`src/rtl/rv_rr_arbiter_pkg.sv`:
```
// Shared types and elaboration helpers for the ready/valid round-robin arbiter.
package rv_rr_arbiter_pkg;

   typedef enum logic {
      ST_IDLE   = 1'b0,
      ST_LOCKED = 1'b1
   } arb_state_t;

   // Source index must be able to name every requester.
   function automatic bit params_ok(input int nreq, input int srcw);
      return (nreq >= 2) && ((1 << srcw) >= nreq);
   endfunction

endpackage

```
`src/rtl/rv_rr_arbiter_rr_pick.sv`:
```
// Combinational rotating-priority encoder: first set request at or after ptr, wrapping.
module rr_pick #(
   parameter int NREQ = 4,
   parameter int SRCW = 2
) (
   input  logic [NREQ-1:0] req,
   input  logic [SRCW-1:0] ptr,
   input  logic            en,
   output logic [SRCW-1:0] grant,
   output logic            any_grant
);

   int unsigned idx;

   always_comb begin
      grant     = '0;
      any_grant = 1'b0;
      idx       = 0;
      if (en) begin
         for (int unsigned i = 0; i < NREQ; i++) begin
            idx = 32'(ptr) + i;
            if (idx >= NREQ) idx = idx - NREQ;
            if (!any_grant && req[idx]) begin
               any_grant = 1'b1;
               grant     = SRCW'(idx);
            end
         end
      end
   end

endmodule

```
`src/rtl/rv_rr_arbiter.sv`:
```
// Round-robin merge of NREQ ready/valid streams with packet locking and a one-entry output register.
module rv_rr_arbiter
   import rv_rr_arbiter_pkg::*;
#(
   parameter int NREQ  = 4,
   parameter int NBITS = 32,
   parameter int SRCW  = 2
) (
   input  logic                  clk_i,
   input  logic                  rst_i,
   output logic [NREQ-1:0]       inReady_o,
   input  logic [NREQ-1:0]       inValid_i,
   input  logic [NREQ*NBITS-1:0] inData_i,
   input  logic [NREQ-1:0]       inLast_i,
   input  logic                  outReady_i,
   output logic                  outValid_o,
   output logic [NBITS-1:0]      outData_o,
   output logic                  outLast_o,
   output logic [SRCW-1:0]       outSrc_o,
   output logic                  locked_o
);

   if (!params_ok(NREQ, SRCW)) begin : g_bad_params
      $error("rv_rr_arbiter: NREQ must be >= 2 and 2**SRCW >= NREQ");
   end

   arb_state_t        state;
   logic [SRCW-1:0]   ptr;
   logic [SRCW-1:0]   lock_idx;
   logic              slot_free;
   logic              accept;
   logic [SRCW-1:0]   grant;
   logic              any_grant;
   logic [NBITS-1:0]  sel_data;
   logic              sel_last;
   logic [SRCW-1:0]   sel_src;

   assign slot_free = !outValid_o || outReady_i;

   rr_pick #(
      .NREQ(NREQ),
      .SRCW(SRCW)
   ) u_pick (
      .req      (inValid_i),
      .ptr      (ptr),
      .en       (slot_free && (state == ST_IDLE)),
      .grant    (grant),
      .any_grant(any_grant)
   );

   // inReady_o is one-hot or zero, so the data mux is a plain OR-free priority scan.
   always_comb begin
      inReady_o = '0;
      sel_data  = '0;
      sel_last  = 1'b0;
      sel_src   = '0;
      for (int unsigned k = 0; k < NREQ; k++) begin
         if (!rst_i && slot_free) begin
            if (state == ST_IDLE)
               inReady_o[k] = any_grant && (grant == SRCW'(k));
            else
               inReady_o[k] = inValid_i[k] && (lock_idx == SRCW'(k));
         end
         if (inReady_o[k]) begin
            sel_data = inData_i[k*NBITS +: NBITS];
            sel_last = inLast_i[k];
            sel_src  = SRCW'(k);
         end
      end
   end

   assign accept   = |inReady_o;
   assign locked_o = (state == ST_LOCKED);

   always_ff @(posedge clk_i or posedge rst_i) begin
      if (rst_i) begin
         state      <= ST_IDLE;
         ptr        <= '0;
         lock_idx   <= '0;
         outValid_o <= 1'b0;
         outData_o  <= '0;
         outLast_o  <= 1'b0;
         outSrc_o   <= '0;
      end else if (accept) begin
         outValid_o <= 1'b1;
         outData_o  <= sel_data;
         outLast_o  <= sel_last;
         outSrc_o   <= sel_src;
         case (state)
            ST_IDLE: begin
               ptr <= (sel_src == SRCW'(NREQ-1)) ? '0 : sel_src + SRCW'(1);
               if (!sel_last) begin
                  state    <= ST_LOCKED;
                  lock_idx <= sel_src;
               end
            end
            ST_LOCKED: if (sel_last) state <= ST_IDLE;
            default:   state <= ST_IDLE;
         endcase
      end else if (outReady_i) begin
         outValid_o <= 1'b0;
      end
   end

endmodule

```
`config.mk`:
```
export PLATFORM = sky130hd
export DESIGN_NAME = rv_rr_arbiter
export DESIGN_NICKNAME = d
export VERILOG_FILES = /design/src/rtl/rv_rr_arbiter_pkg.sv /design/src/rtl/rv_rr_arbiter_rr_pick.sv /design/src/rtl/rv_rr_arbiter.sv
export SDC_FILE = /design/constraint.sdc
export NUM_CORES = 1
export LEC_CHECK = 0
export CAP_MARGIN = 40
export CORE_UTILIZATION = 37
export DETAILED_ROUTE_END_ITERATION = 12
export PLACE_DENSITY_LB_ADDON = 0.05
export SLEW_MARGIN = 20
export SYNTH_ARGS = -nofsm -noshare
export SYNTH_HDL_FRONTEND = slang
export SYNTH_SLANG_ARGS = --single-unit
```
`constraint.sdc`:
```
create_clock -name clk_i -period 6.85 [get_ports clk_i]
set_clock_uncertainty 0.2 [all_clocks]
set_input_delay 0.685 -clock clk_i [delete_from_list [all_inputs] [get_ports clk_i]]
set_output_delay 0.685 -clock clk_i [all_outputs]
set_load 0.01 [all_outputs]
```
==> flow_metrics.tcl <==
set metrics [dict create \
    die_x_um 82.7 \
    multi_input_area_um2 1260 \
    drive_gt1_frac 0.0634 \
    vdd_drop_max_v 0.000199 \
    dr.max_layer_used "met4" \
    synth_top_area_share 0.426 \
    slew_viol_final 0 \
    core_um2 6310 \
    finalCritPeriodShare 0.630 \
    antenna_found_initial 0 \
    synth_common_cells "a22oi_1, dfrtp_1, nand2_1" \
    hold_viol 0 \
    cpPeakStageDelay_ns 0.67 \
    vias 2719 \
    clockBufferDepth 2 \
    wl_met2_um 4320 \
    crit_chain "clkdlybuf4s50_1, nor2b_1, o21ai_2, and3_1, a31oi_2, inv_2, clkdlybuf4s50_1" \
    synth-edff-count 0 \
    cts_hold_buf 0 \
    dp.cells 495 \
    drt_iter0_drc 147 \
    cts.reportedPaths.clkPinSlew_ns 0.08 \
    post-cts-setup-buffer-count 0 \
    grt_pass1_wl_um 12500 \
    grt_max_degree 42 \
    syn_inst 253 \
    synth_ff_type "dfrtp_1" \
    hold_path.class "reg -> reg" \
    cts_sinks 41 \
    crit_path_frequent_cell "clkdlybuf4s50_1" \
    drcViolationCount 0 \
    worst-path-max-fanout 35 \
    floorplan.initialDensity 0.382 \
    grt_usage 0.248 \
    std_cell_rows 29 \
    nFillCells 538 \
    layout_min_cycle_time_ns 4.31 \
    p_per_area_nw_per_um2 345 \
    worst_slew_pin_slew_ns 0.690 \
    slew_headroom 0.540 \
    synth_area_leaders "dfrtp_1, a22oi_1, nand3_1" \
    synth_top_area_cell "dfrtp_1" \
    nets 564 \
    routed_via_density 5.41 \
    m1WireLength_um 3460 \
    synth_async_sr_flop_share 1.00 \
    wl_met3_um 713 \
    portBuffers 179 \
    worstSetupEndpointType "output port" \
    yosysMostFrequentCell "a22oi_1" \
    finalWirelength_um 8590 \
    synth_fp_nets 392 \
    cts_tree "done" \
    cts_resized 0 \
    ys_ff_latch 41 \
    netlist_area_um2 2410 \
    cp_top_family "buffers and inverters" \
    die_h_um 82.7 \
    cts-buffers-inserted 5 \
    tns_ns 0 \
    dp_hpwl_um 6280 \
    seqCellArea_um2 1030 \
    io_pins 180 \
    drt_pass1_iterations 5 \
    fmax_mhz 232 \
    avgSynthCellArea_um2 9.52 \
    rsz0062_at_grt "false" \
    ys_seq_area_frac 0.426 \
    wire_per_inst_um 17.1 \
    gp_congestion 0.846 \
    overflow 0 \
    die_area_um2 6840 \
    cap_violations 0 \
    num_antenna_cells 0 \
    crit_type "in -> out" \
    final_antenna_net_count 0 \
    cpMaxStageDelayCell "clkdlybuf4s50_1" \
    cp-start-kind "input pin" \
    setup_violations 0 \
    yosysWarnings 0 \
    path_buf_inv 3 \
    h-tree-depth 2 \
    power.leakage_nw 1.76 \
    arrival_ns 3.43 \
    area_delta_synth_final_pct 80.5 \
    clock_latency_ns 0.29 \
    fin_hold_ws_ns 0.291 \
    outcome "complete, no violations" \
    grt_pass1_vias 2604 \
    fin_cells 503 \
    synth_cell_type_count 39 \
    clockRootBuffer "clkbuf_8" \
    required_ns 5.96 \
]
sequential cells by signal, indices dropped and copies added, names as in the netlist:
signal,cells
lock_idx,2
locked_o,1
outData_o,32
outLast_o,1
outSrc_o,2
outValid_o,1
ptr,2
per-stage QoR:
step,power [mW],util,setup slack (ns),area [µm²]
finish,1.50,0.689,2.54,4350
CTS,1.51,0.689,2.58,4350
detailed placement,1.30,0.670,2.59,4230
global route,1.61,0.689,2.45,4350
global placement,1.29,0.670,2.64,4230
floorplan,0.889,-,3.97,2410
worst paths after layout:
path	startpoint	to	slack [ns]	depth (start not counted)
worst max-delay path	inValid_i[3]	inReady_o[3]	2.54	7
worst min register to register	outData_o[17]$_DFFE_PP0N_	outData_o[17]$_DFFE_PP0N_	0.29	2
worst min-delay path	outData_o[17]$_DFFE_PP0N_	outData_o[17]$_DFFE_PP0N_	0.29	2
min in group asynchronous	rst_i	outData_o[4]$_DFFE_PP0N_	0.77	3
max in group asynchronous	rst_i	outValid_o$_DFFE_PP0P_	5.31	3
worst max register to register	locked_o$_DFFE_PP0N_	lock_idx[1]$_DFFE_PP0P_	3.93	8
report_power, final:
part	internal (mW)	total [mW]	switching (mW)
logic	0.439	0.851	0.412
registers	0.367	0.450	0.0823
clock network	0.119	0.200	0.0813
total	0.925	1.50	0.576
layout make-up:
class | count | area share
inverter | 5 | 0.00432
tap | 77 | 0.0222
sequential | 41 | 0.236
clock inverter | 1 | 0.00690
timing repair buffer | 184 | 0.421
multi-input combinational | 188 | 0.290
clock buffer | 7 | 0.0199
worst register-to-register path: stages, from the launching register on:
cell and delay (ns):
dfrtp_1 0.53, nand2b_2 0.19, a2111oi_0 0.10, a41oi_2 0.26, nor4b_4 0.57, buf_4 0.43
a31oi_4 0.08, nand4_2 0.15, mux2_4 0.31
routing by layer:
metal,vias up,GRT usage
li1,1311,-
met1,1291,0.289
met2,108,0.427
met3,9,0.0835
met4,0,0.0759
met5,-,0
kinds of logic (layout without fill, tap and decap cells):
family	after synthesis	count (layout)	synth area share
flip-flops	41	41	0.426
buffers and inverters	24	197	0.0504
multiplexers	2	2	0.0104
AND/OR/NAND/NOR	99	99	0.224
AO/OA/AOI/OAI	87	87	0.289
cells in the final DEF, fill, tap and decap left out, drive strengths merged:
cell / Yosys / final
a2111oi: 1 / 1
a41oi: 2 / 2
nand4: 1 / 1
o32ai: 1 / 1
o31a: 1 / 1
nor2: 4 / 4
nand3: 33 / 33
mux2: 1 / 1
o311ai: 1 / 1
a21oi: 2 / 2
mux2i: 1 / 1
a31oi: 3 / 3
bufinv: 0 / 1
and3: 1 / 1
nor4b: 1 / 1
buf: 16 / 5
inv: 5 / 4
clkbuf: 3 / 7
dfrtp: 41 / 41
nand2: 41 / 41
nand2b: 7 / 7
o31ai: 2 / 2
o32a: 1 / 1
a22oi: 65 / 65
clkdlybuf4s50: 0 / 179
a21boi: 1 / 1
nor2b: 4 / 4
o21ai: 2 / 2
nor4: 6 / 6
a21o: 5 / 5
or4: 1 / 1
clkinv: 0 / 1
No activity file was read; power rests on OpenSTA's default activity.
